**config.mk**
```make
export PLATFORM = sky130hd
export DESIGN_NAME = pb_press_classifier
export DESIGN_NICKNAME = d
export VERILOG_FILES = /design/src/rtl/pb_press_classifier.sv
export SDC_FILE = /design/constraint.sdc
export NUM_CORES = 1
export LEC_CHECK = 0
export CORE_MARGIN = 2
export CORE_UTILIZATION = 55
export CTS_CLUSTER_SIZE = 10
export DETAILED_ROUTE_END_ITERATION = 7
export GPL_ROUTABILITY_DRIVEN = 0
export PLACE_DENSITY_LB_ADDON = 0.08
export SLEW_MARGIN = 20
export SYNTH_ARGS = -nofsm -noshare
export SYNTH_HDL_FRONTEND = slang
export SYNTH_SLANG_ARGS = --single-unit
```
**constraint.sdc**
```tcl
create_clock -name clk -period 2.8 [get_ports clk]
set_input_delay 0.42 -clock clk [delete_from_list [all_inputs] [get_ports clk]]
set_output_delay 0.42 -clock clk [all_outputs]
set_load 0.01 [all_outputs]
```
**src/rtl/pb_press_classifier.sv**
```systemverilog
// Multi-channel push-button front end: synchronise, debounce and classify each
// button as a short or long press. Channels are independent; only any_long
// combines them into a one-shot reset request.
module pb_press_classifier #(
    parameter int unsigned N_CH         = 4,
    parameter bit          ACTIVE_LOW   = 1'b1,
    parameter int unsigned DEBOUNCE_CYC = 50000,
    parameter int unsigned LONG_CYC     = 200000000
) (
    input  logic            clk,
    input  logic            rst_n,
    input  logic [N_CH-1:0] pb_in,
    output logic [N_CH-1:0] pb_level,
    output logic [N_CH-1:0] pb_short,
    output logic [N_CH-1:0] pb_long,
    output logic [N_CH-1:0] pb_held,
    output logic            any_long
);

    localparam int unsigned DB_W   = $clog2(DEBOUNCE_CYC + 1);
    localparam int unsigned HOLD_W = $clog2(LONG_CYC + 1);

    localparam logic [DB_W-1:0]   DB_LAST   = DB_W'(DEBOUNCE_CYC - 1);
    localparam logic [HOLD_W-1:0] HOLD_LAST = HOLD_W'(LONG_CYC - 1);

    typedef enum logic [1:0] {
        ST_IDLE,
        ST_PRESS,
        ST_LONG
    } state_e;

    // Normalised pressed level: 1 means pressed for either pin polarity.
    logic [N_CH-1:0] pressed;
    logic [N_CH-1:0] long_fire;

    assign pressed = pb_in ^ {N_CH{ACTIVE_LOW}};

    for (genvar ch = 0; ch < N_CH; ch++) begin : g_ch
        logic              sync1_q;
        logic              sync2_q;
        logic [DB_W-1:0]   db_cnt_q;
        logic              level_q;
        state_e            state_q;
        logic [HOLD_W-1:0] hold_q;
        logic              short_q;
        logic              long_q;
        logic              held_q;

        // Two-flop synchroniser for the asynchronous pin.
        always_ff @(posedge clk or negedge rst_n) begin
            if (!rst_n) begin
                sync1_q <= 1'b0;
                sync2_q <= 1'b0;
            end else begin
                sync1_q <= pressed[ch];
                sync2_q <= sync1_q;
            end
        end

        // Accept a level change only after DEBOUNCE_CYC consecutive differing samples.
        always_ff @(posedge clk or negedge rst_n) begin
            if (!rst_n) begin
                db_cnt_q <= '0;
                level_q  <= 1'b0;
            end else if (sync2_q == level_q) begin
                db_cnt_q <= '0;
            end else if (db_cnt_q == DB_LAST) begin
                level_q  <= sync2_q;
                db_cnt_q <= '0;
            end else begin
                db_cnt_q <= db_cnt_q + 1'b1;
            end
        end

        // Same condition the FSM uses to raise pb_long, shared so any_long lines up with it.
        assign long_fire[ch] = (state_q == ST_PRESS) && level_q && (hold_q == HOLD_LAST);

        // Press classifier; release is checked first so it wins at the long boundary.
        always_ff @(posedge clk or negedge rst_n) begin
            if (!rst_n) begin
                state_q <= ST_IDLE;
                hold_q  <= '0;
                short_q <= 1'b0;
                long_q  <= 1'b0;
                held_q  <= 1'b0;
            end else begin
                short_q <= 1'b0;
                long_q  <= 1'b0;
                case (state_q)
                    ST_IDLE: begin
                        if (level_q) begin
                            state_q <= ST_PRESS;
                            hold_q  <= HOLD_W'(1);
                        end
                    end
                    ST_PRESS: begin
                        if (!level_q) begin
                            state_q <= ST_IDLE;
                            short_q <= 1'b1;
                        end else if (hold_q == HOLD_LAST) begin
                            state_q <= ST_LONG;
                            long_q  <= 1'b1;
                            held_q  <= 1'b1;
                        end else begin
                            hold_q <= hold_q + 1'b1;
                        end
                    end
                    ST_LONG: begin
                        if (!level_q) begin
                            state_q <= ST_IDLE;
                            held_q  <= 1'b0;
                        end
                    end
                    default: begin
                        state_q <= ST_IDLE;
                        held_q  <= 1'b0;
                    end
                endcase
            end
        end

        assign pb_level[ch] = level_q;
        assign pb_short[ch] = short_q;
        assign pb_long[ch]  = long_q;
        assign pb_held[ch]  = held_q;
    end

    // Registered OR of the per-channel long events.
    always_ff @(posedge clk or negedge rst_n) begin
        if (!rst_n) begin
            any_long <= 1'b0;
        end else begin
            any_long <= |long_fire;
        end
    end

endmodule

```
After elaboration in Yosys (flattened, before gate mapping). Cells that the tools add are included.

Register bits after elaboration: 209. Bits of input ports: 6. Output and inout port bits: 17.

Add/subtract/negate cells: 8. Eq/ne operators: 44. Multiplexer cells: 80. Bitwise gates (word level): 9. Reductions and logical operators: 33.

Operators with widths (count): two-way mux 28 bit (12); case mux 28 bit (2 select lines) (4); two-way mux 16 bit (8); adder 28 x 1 -> 28 bit (second input constant) (4); equality test 28 bit (second input constant) (4); adder 16 x 1 -> 16 bit (second input constant) (4); equality test 16 bit (second input constant) (4); two-way mux 1 bit (32); two-way mux 2 bit (16); != test 2 bit (second input constant) (16); AND reduction 4 bit (8); case mux 2 bit (3 select lines) (4); != test 3 x 2 -> 1 bit (second input constant) (4); case mux 1 bit (3 select lines) (4); AND reduction 3 bit (4); equality test 2 x 1 -> 1 bit (second input constant) (4); equality test 2 bit (second input constant) (4); logical AND 1 bit (8); logical NOT 2 bit (4); != test 2 x 1 -> 1 bit (second input constant) (4); inverter 1 bit (8); AND reduction 2 bit (4); nonzero test 2 bit (4); equality test 1 bit (4); 2 further kinds (2).

Logic depth before layout (Yosys ltp). Gate-level depths: netlist of run 1.

Depth in word-level cells: 4. Mapped depth: 9.

Worst setup path after synthesis of run 1. OpenSTA, ideal clock, no wires.

Path type: reg2reg. Start point: reg g_ch[2].hold_q[0]. End point: reg g_ch[2].hold_q[1]. Setup time: 121 ps. Arrival time: 1977 ps. Data required time: 2679 ps. Slack: 702 ps. Cell stages (with the launch flop): 9. Path buffers: 3. Period minus slack after synthesis: 2098 ps. Path through: dfrtp_1 -> ha_1 -> nand4_1 -> or4_1 -> buf_2 -> o21ba_1 -> buf_6 -> buf_6 -> a22o_1.

Longest elaborated chain between the ends: 4. Elaborated cells on any way between the ends: 7. Classes of those cells: add/sub (1); eq/ne (2); mux (3); reduce/logical (1).

RTL lines: start: declaration (RTL line 44) `logic [HOLD_W-1:0] hold_q;`; start signal: assignment (RTL line 105) `hold_q <= hold_q + 1'b1;`; adder 28 x 1 -> 28 bit (RTL line 105); two-way mux 28 bit (RTL line 100) `end else if (hold_q == HOLD_LAST) begin`; two-way mux 28 bit (RTL line 97) `if (!level_q) begin`; case mux 28 bit (2 select lines) (RTL line 89) `case (state_q)`.

Parallel ways exist; a longest one is shown, timed or not. The select of a mux whose other input is x is not followed. A chain may end at the register's enable or synchronous reset.

Final worst setup path of run 1.
Start point: reg g_ch[2].hold_q[0]. End point: reg g_ch[2].hold_q[13].

The elaborated chain is that of the path after synthesis.

==> results of run 1 <==
==> cell usage after synthesis (3+ instances only) <==
cell / count / area (sq um)
a21o_1: 5 / 37.54
a21oi_1: 51 / 255.2
a21oi_2: 3 / 26.28
a22o_1: 4 / 35.03
a31oi_1: 51 / 319.1
a41oi_1: 11 / 96.34
and2_1: 12 / 75.07
and3_1: 31 / 193.9
and4_1: 16 / 140.1
buf_2: 11 / 55.05
buf_4: 20 / 150.1
clkbuf_1: 31 / 116.4
dfrtp_1: 209 / 5230
ha_1: 8 / 100.1
inv_1: 31 / 116.4
inv_2: 3 / 11.26
mux2_2: 4 / 45.04
mux2i_1: 3 / 30.03
nand2_1: 109 / 409.1
nand2b_1: 11 / 68.82
nand3_1: 74 / 370.4
nand3b_1: 3 / 22.52
nand4_1: 53 / 331.6
nand4b_1: 3 / 26.28
nor2_1: 116 / 435.4
nor2b_1: 8 / 50.05
nor3_1: 27 / 135.1
nor4_1: 21 / 131.4
nor4b_1: 7 / 61.31
nor4bb_1: 3 / 30.03
o211ai_1: 9 / 67.56
o21a_1: 4 / 30.03
o21ai_0: 98 / 490.5
o22ai_1: 4 / 25.02
o31ai_1: 17 / 127.6
or2_2: 8 / 50.05
or3_1: 16 / 100.1
or4_1: 8 / 60.06
xnor2_1: 26 / 227.7
xor2_1: 34 / 297.8
==> power breakdown <==
group	total (uW)	leakage [uW]	switching [uW]	internal [uW]
Clock	2840	0.000340	1160	1680
Sequential	3060	0.00289	16.6	3040
Combinational	116	0.00180	85.2	30.6
Total	6020	0.00503	1260	4750
==> sequential cells by signal, summed over array words and instances (netlist names) <==
signal / count
g_ch.level_q: 4
g_ch.sync1_q: 4
g_ch.state_q: 8
g_ch.short_q: 4
g_ch.db_cnt_q: 64
any_long: 1
g_ch.long_q: 4
g_ch.hold_q: 112
g_ch.held_q: 4
g_ch.sync2_q: 4
==> repair_timing <==
action,4_1_cts,5_1_grt
setup endpoints to repair,0,0
setup buffers,0,0
endpoints found under the hold margin,72,0
hold buffers,1,0
==> per-stage QoR <==
step / util [%] / std cells / total power, uW
after floorplan: - / 1197 / 3142
after global placement: 58.26 / 1446 / 3229
after detailed placement: 58.26 / 1446 / 3233
after CTS: 61.88 / 1481 / 6099
after global routing: 61.88 / 1481 / 6257
final: 61.88 / 1481 / 6015
==> layer usage <==
| metal | vias to the layer above | share of wire, % |
|---|---|---|
| met4 | 0 | 2.0 |
| met1 | 4302 | 49 |
| met2 | 167 | 46 |
| li1 | 4377 | - |
| met5 | - | 0 |
| met3 | 35 | 3.7 |
==> logic make-up after synthesis <==
family                     count (synthesis)  synth area share [%]
buffers and inverters                    100                 4.410
DFF                                      209                 48.00
AOI/OAI and AO/OA                        279                 15.63
and+or+nand+nor                          534                 25.53
muxes                                      7                0.6890
adders and majority gates                  8                0.9187
xor gates and xnor gates                  60                 4.823
==> layout make-up <==
class	instances	area share, %
clock inverters	1	0.07273
well taps	265	2.753
flip-flops and latches	209	43.43
repair buffers	51	3.906
clock buffers	33	5.694
inverters	34	1.060
multi-input cells	888	43.09
==> worst max-delay path, delay by kind of cell (launching register included) <==
family	cells	cell delay, ps
buffers and inverters	1	300
adders and majority gates	1	240
and+or+nand+nor	2	770
DFF	1	400
AOI/OAI and AO/OA	3	650
==> path summary, 6_finish.rpt <==
| kind | cells past startpoint | endpoint |
|---|---|---|
| max in group asynchronous | 3 | g_ch[3].db_cnt_q[0]$_DFF_PN0_ |
| worst min register to register | 0 | g_ch[1].sync2_q$_DFF_PN0_ |
| worst max register to register | 7 | g_ch[2].hold_q[13]$_DFFE_PN0P_ |
| worst max-delay path | 7 | g_ch[2].hold_q[13]$_DFFE_PN0P_ |
| min in group asynchronous | 2 | g_ch[1].db_cnt_q[11]$_DFF_PN0_ |
| worst min-delay path | 0 | g_ch[1].sync2_q$_DFF_PN0_ |
==> out/metrics.json, run 1 <==
{
  "outcome": {"value": "complete, no violations"},
  "final_cell_area": {"value": 12040, "unit": "sq um"},
  "ff2ff_setup_slack": {"value": 310, "unit": "ps"},
  "ant_nets": {"value": 0},
  "crit_fanout": {"value": 16},
  "crit_slowest_cell": {"value": "or4_1"},
  "syn_avg_cell_area": {"value": 9.102, "unit": "sq um"},
  "tritoncts": {"value": "done"},
  "layout.nets": {"value": 1223},
  "setup.worst_path.end_class": {"value": "register"},
  "path_cells": {"value": "ha_1 > nand4_1 > or4_1 > o21ba_1 > buf_4 > a31oi_1 > a21oi_1"},
  "ys_dominant_reg_cell": {"value": "dfrtp_1"},
  "shortest_period_the_worst_path_allows": {"value": 2494, "unit": "ps"},
  "cts.htree.levels": {"value": 1},
  "track_usage": {"value": 23.59, "unit": "%"},
  "fin_max_slew_vios": {"value": 0},
  "share_of_cells_above_drive_strength_1": {"value": 6.908, "unit": "%"},
  "residual_drc": {"value": 0},
  "die_ht": {"value": 144.7, "unit": "microns"},
  "power_density_of_the_placed_cells": {"value": 499.5, "unit": "nW/um^2"},
  "drt_first_iter_violations": {"value": 535},
  "yosys_warning_total": {"value": 0},
  "area_growth_syn_to_layout": {"value": 10.53, "unit": "%"},
  "max-clock-path-buffers": {"value": 3},
  "layout.cells.most_common": {"value": "dfrtp_1"},
  "grt_max_degree": {"value": 77},
  "dr.pass1.iters": {"value": 5},
  "grt_pass1_wl": {"value": 40.83, "unit": "mm"},
  "worst_clk_skew": {"value": 9.655, "unit": "ps"},
  "rsz0062_at_grt": {"value": "no"},
  "worstPathArrival": {"value": 2880, "unit": "ps"},
  "layout.area.seq": {"value": 5230, "unit": "sq um"},
  "path_clk_slew": {"value": 50, "unit": "ps"},
  "wirelength": {"value": 23.50, "unit": "mm"},
  "crit_start": {"value": "g_ch[2].hold_q[0]$_DFFE_PN0P_"},
  "most_frequent_cells_in_the_layout": {"value": "dfrtp_1, nor2_1, nand2_1, o21ai_0, nand3_1"},
  "worst_slack": {"value": 305.7, "unit": "ps"},
  "fillCellCount": {"value": 1656},
  "report.final.setup_viol": {"value": 0},
  "synth-seq-area-share": {"value": 48.00, "unit": "%"},
  "first_global_vias": {"value": 8357},
  "worstReg2RegStart": {"value": "g_ch[2].hold_q[0]$_DFFE_PN0P_"},
  "grt.met1_usage": {"value": 34.88, "unit": "%"},
  "synth_async_sr_flop_share": {"value": 100.0, "unit": "%"},
  "use_met2": {"value": 36.99, "unit": "%"},
  "start_kind": {"value": "register"},
  "routed-via-count": {"value": 8881},
  "max_clock_freq": {"value": 400.9, "unit": "MHz"},
  "antenna_diode_count": {"value": 0},
  "synth_edf_count": {"value": 0},
  "place_ws": {"value": 312.0, "unit": "ps"},
  "relSlewSlack": {"value": 42.81, "unit": "%"},
  "worst_skew_pair.late_latency": {"value": 510, "unit": "ps"},
  "maxCapViolations": {"value": 0},
  "static-leakage-power": {"value": 0.005033, "unit": "uW"},
  "placement_rows": {"value": 51},
  "multi_input_comb_area": {"value": 5189, "unit": "sq um"},
  "antenna_found_initial": {"value": 0},
  "clk_root_buffer_cell": {"value": "clkbuf_16"},
  "worst-slew-pin-transition": {"value": 857.8, "unit": "ps"},
  "die_footprint": {"value": 20950, "unit": "sq um"},
  "core_area": {"value": 19460, "unit": "sq um"},
  "num_io_pins": {"value": 23},
  "clkSinkCount": {"value": 209},
  "route.detailed.vias_per_inst": {"value": 5.997},
  "power.ir.vdd_worst": {"value": 0.4933, "unit": "mV"},
  "hold_start": {"value": "g_ch[1].sync1_q$_DFF_PN0_"},
  "setup_tns_final": {"value": 0, "unit": "ps"},
  "number_of_buffer_cells_added_on_primary_ports": {"value": 22},
  "post-dp-hpwl": {"value": 15.69, "unit": "mm"},
  "detailed_place.area": {"value": 11340, "unit": "sq um"},
  "worstSetupPathType": {"value": "register to register"},
  "die_width": {"value": 144.7, "unit": "microns"},
  "grt_use_met3": {"value": 3.126, "unit": "%"},
  "synthDistinctLibCells": {"value": 67},
  "cts-buffers-inserted": {"value": 25},
  "slowest_delay": {"value": 650, "unit": "ps"},
  "post-route-period-util": {"value": 89.08, "unit": "%"},
  "grt_overflow_total": {"value": 0},
  "synthesis.nets": {"value": 1211},
  "worst_hold_path_type": {"value": "register to register"},
  "drt-wirelength-per-cell": {"value": 15.87, "unit": "microns"},
  "worst_path_required_time": {"value": 3190, "unit": "ps"},
  "hold_violations": {"value": 0},
  "cts_repair_resize_count": {"value": 0},
  "gr-max-usage-layer": {"value": "met2"},
  "floorplan.initialDensity": {"value": 55.98, "unit": "%"},
  "post_synth_inst_count": {"value": 1197},
  "synth.ff_latch_count": {"value": 209},
  "mappedNetlistArea": {"value": 10900, "unit": "sq um"},
  "fin_worst_hold_slack": {"value": 345.5, "unit": "ps"}
}
Note: power is estimated with default switching activity, not from simulation.
==> run 2, diff against run 1 <==
Settings changed: CORE_UTILIZATION 55 to 57, SETUP_SLACK_MARGIN from default to 0.3.
Clock period 2.8 ns to 2 ns, I/O delays scaled along.
==> run 2 against run 1 <==
Global-route usage is 3.7 points higher. Total power is 38% higher. Setup slack worse by 290 ps. Hold slack worse by 85 ps. Clock power is 37% higher. Highest routed layer unchanged.
==> out/metrics.json, run 2 (synthesis gave the netlist of run 1 again) <==
{
  "worst_path_required_time": {"value": 2440, "unit": "ps"},
  "hold_violations": {"value": 0},
  "layout.area.seq": {"value": 5239, "unit": "sq um"},
  "worst_slack": {"value": 17.30, "unit": "ps"},
  "max_clock_freq": {"value": 504.4, "unit": "MHz"},
  "placement_rows": {"value": 50},
  "worst-slew-pin-transition": {"value": 840.2, "unit": "ps"},
  "floorplan.initialDensity": {"value": 58.25, "unit": "%"},
  "clk_root_buffer_cell": {"value": "clkbuf_16"},
  "layout.core_utilization": {"value": 77.74, "unit": "%"},
  "routed-via-count": {"value": 10038},
  "route.detailed.vias_per_inst": {"value": 6.219},
  "maxCapViolations": {"value": 0},
  "crit_fanout": {"value": 13},
  "clkSinkCount": {"value": 209},
  "residual_drc": {"value": 0},
  "worstPathArrival": {"value": 2430, "unit": "ps"},
  "dp.cells": {"value": 1513},
  "cts-buffers-inserted": {"value": 25},
  "first_global_vias": {"value": 9593},
  "share_of_cells_above_drive_strength_1": {"value": 30.87, "unit": "%"},
  "max_flop_register": {"value": "g_ch.hold_q"},
  "shortest_period_the_worst_path_allows": {"value": 1983, "unit": "ps"},
  "wirelength": {"value": 28.53, "unit": "mm"},
  "die_ht": {"value": 142.3, "unit": "microns"},
  "track_usage": {"value": 27.29, "unit": "%"},
  "start_kind": {"value": "register"},
  "rsz0062_at_grt": {"value": "yes"},
  "path_clk_slew": {"value": 60, "unit": "ps"},
  "grt_pass1_wl": {"value": 45.89, "unit": "mm"},
  "dr.pass1.iters": {"value": 5},
  "post-dp-hpwl": {"value": 16.88, "unit": "mm"},
  "drt-wirelength-per-cell": {"value": 17.68, "unit": "microns"},
  "core_area": {"value": 18710, "unit": "sq um"},
  "fillCellCount": {"value": 1218},
  "worst_hold_path_type": {"value": "primary input to register"},
  "area_growth_syn_to_layout": {"value": 33.46, "unit": "%"},
  "worst_clk_skew": {"value": 7.581, "unit": "ps"},
  "largest_registers_in_the_final_layout": {"value": "g_ch.hold_q: 112 flops, g_ch.db_cnt_q: 64 flops, g_ch.state_q: 8 flops"},
  "antenna_diode_count": {"value": 0},
  "worstSetupPathType": {"value": "register to register"},
  "ant_nets": {"value": 0},
  "tritoncts": {"value": "done"},
  "report.final.setup_viol": {"value": 0},
  "relSlewSlack": {"value": 43.99, "unit": "%"},
  "grt_overflow_total": {"value": 0},
  "most_frequent_cells_in_the_layout": {"value": "dfrtp_1, buf_4, nor2_1, nand2_1, nand3_1"},
  "design_power_total": {"value": 8329, "unit": "uW"},
  "grt_max_degree": {"value": 51},
  "static-leakage-power": {"value": 0.006264, "unit": "uW"},
  "die_width": {"value": 142.3, "unit": "microns"},
  "antenna_found_initial": {"value": 0},
  "power_density_of_the_placed_cells": {"value": 572.8, "unit": "nW/um^2"},
  "outcome": {"value": "complete, no violations"},
  "ff2ff_setup_slack": {"value": 20, "unit": "ps"},
  "die_footprint": {"value": 20240, "unit": "sq um"},
  "setup_tns_final": {"value": 0, "unit": "ps"},
  "multi_input_comb_area": {"value": 6319, "unit": "sq um"},
  "layout.nets": {"value": 1390},
  "largest_reg_flops": {"value": 112},
  "fin_max_slew_vios": {"value": 0},
  "place_ws": {"value": -94.39, "unit": "ps"},
  "layout.cells.most_common": {"value": "dfrtp_1"},
  "final_cell_count_no_fill": {"value": 1614},
  "cts.htree.levels": {"value": 1},
  "num_io_pins": {"value": 23},
  "number_of_buffer_cells_added_on_primary_ports": {"value": 22},
  "drt_first_iter_violations": {"value": 685},
  "setup.worst_path.end_class": {"value": "register"},
  "worst_skew_pair.late_latency": {"value": 510, "unit": "ps"},
  "max-clock-path-buffers": {"value": 3},
  "power.ir.vdd_worst": {"value": 0.5996, "unit": "mV"},
  "post-route-period-util": {"value": 99.13, "unit": "%"}
}
[run 2: cell types whose count changed in the layout (fill, tap and decap cells not counted), sizes merged]
cell / change
inv: -2
clkdlybuf4s50: -12
a21oi: +1
dlygate4sd2: +10
buf: +162
clkinvlp: +2
clkbuf: -2
o21ba: +3
dlymetal6s2s: +2
[run 2: per-layer routing]
metal	global-route usage, %	routed length, microns	part of all wire (%)
met5	0	0	0
met4	7.211	663	2.3
met3	4.441	1481	5.2
met2	45.69	14210	50
met1	37.23	12180	43
[run 2: critical path, cell delays in order, from the launching register on]
cell        delay (ps)
dfrtp_1            380
nor4bb_1           250
buf_4              160
nand4_1            210
buf_4              230
o21ai_4            160
clkinvlp_4         150
buf_12             180
o211a_1            110
nor2_1              80
[run 2: timing repair]
action                                  4_1_cts  5_1_grt
resized for setup                           127      126
setup buffers                                33       25
hold endpoints to repair                     44        0
pin swaps                                    65       35
endpoints found under the setup margin      154      145
hold buffers                                  1        0
gates cloned                                 10        1
[run 2: worst paths after layout]
kind,startpoint,to,depth (start not counted)
worst max-delay path,g_ch[1].hold_q[9]$_DFFE_PN0P_,g_ch[1].hold_q[11]$_DFFE_PN0P_,9
worst min-delay path,pb_in[2],g_ch[2].sync1_q$_DFF_PN0_,2
worst max register to register,g_ch[1].hold_q[9]$_DFFE_PN0P_,g_ch[1].hold_q[11]$_DFFE_PN0P_,9
worst min register to register,g_ch[3].sync1_q$_DFF_PN0_,g_ch[3].sync2_q$_DFF_PN0_,0
max in group asynchronous,rst_n,g_ch[3].hold_q[3]$_DFFE_PN0P_,3
min in group asynchronous,rst_n,g_ch[1].hold_q[2]$_DFFE_PN0P_,2
[run 2: area by class of cell]
| class | instances | area share [%] |
|---|---|---|
| Sequential cell | 209 | 36.03 |
| Clock inverter | 1 | 0.05163 |
| Tap cell | 234 | 2.013 |
| Multi-Input combinational cell | 892 | 43.45 |
| Timing Repair Buffer | 214 | 12.97 |
| Clock buffer | 30 | 4.500 |
| Inverter | 34 | 0.9895 |
[run 2: per-stage QoR]
stage | area [sq um] | hold slack [ps]
2_1_floorplan | 11200 | 4.409
3_3_place_gp | 12240 | 231.2
3_5_place_dp | 12240 | 229.3
4_1_cts | 13760 | 250.8
5_1_grt | 14540 | 264.6
6_report | 14540 | 260.8
[run 2: power by group]
part	switching [uW]	internal (uW)
sequential	24.2	4260
clock	1620	2260
combinational	119	48.1
total	1770	6560
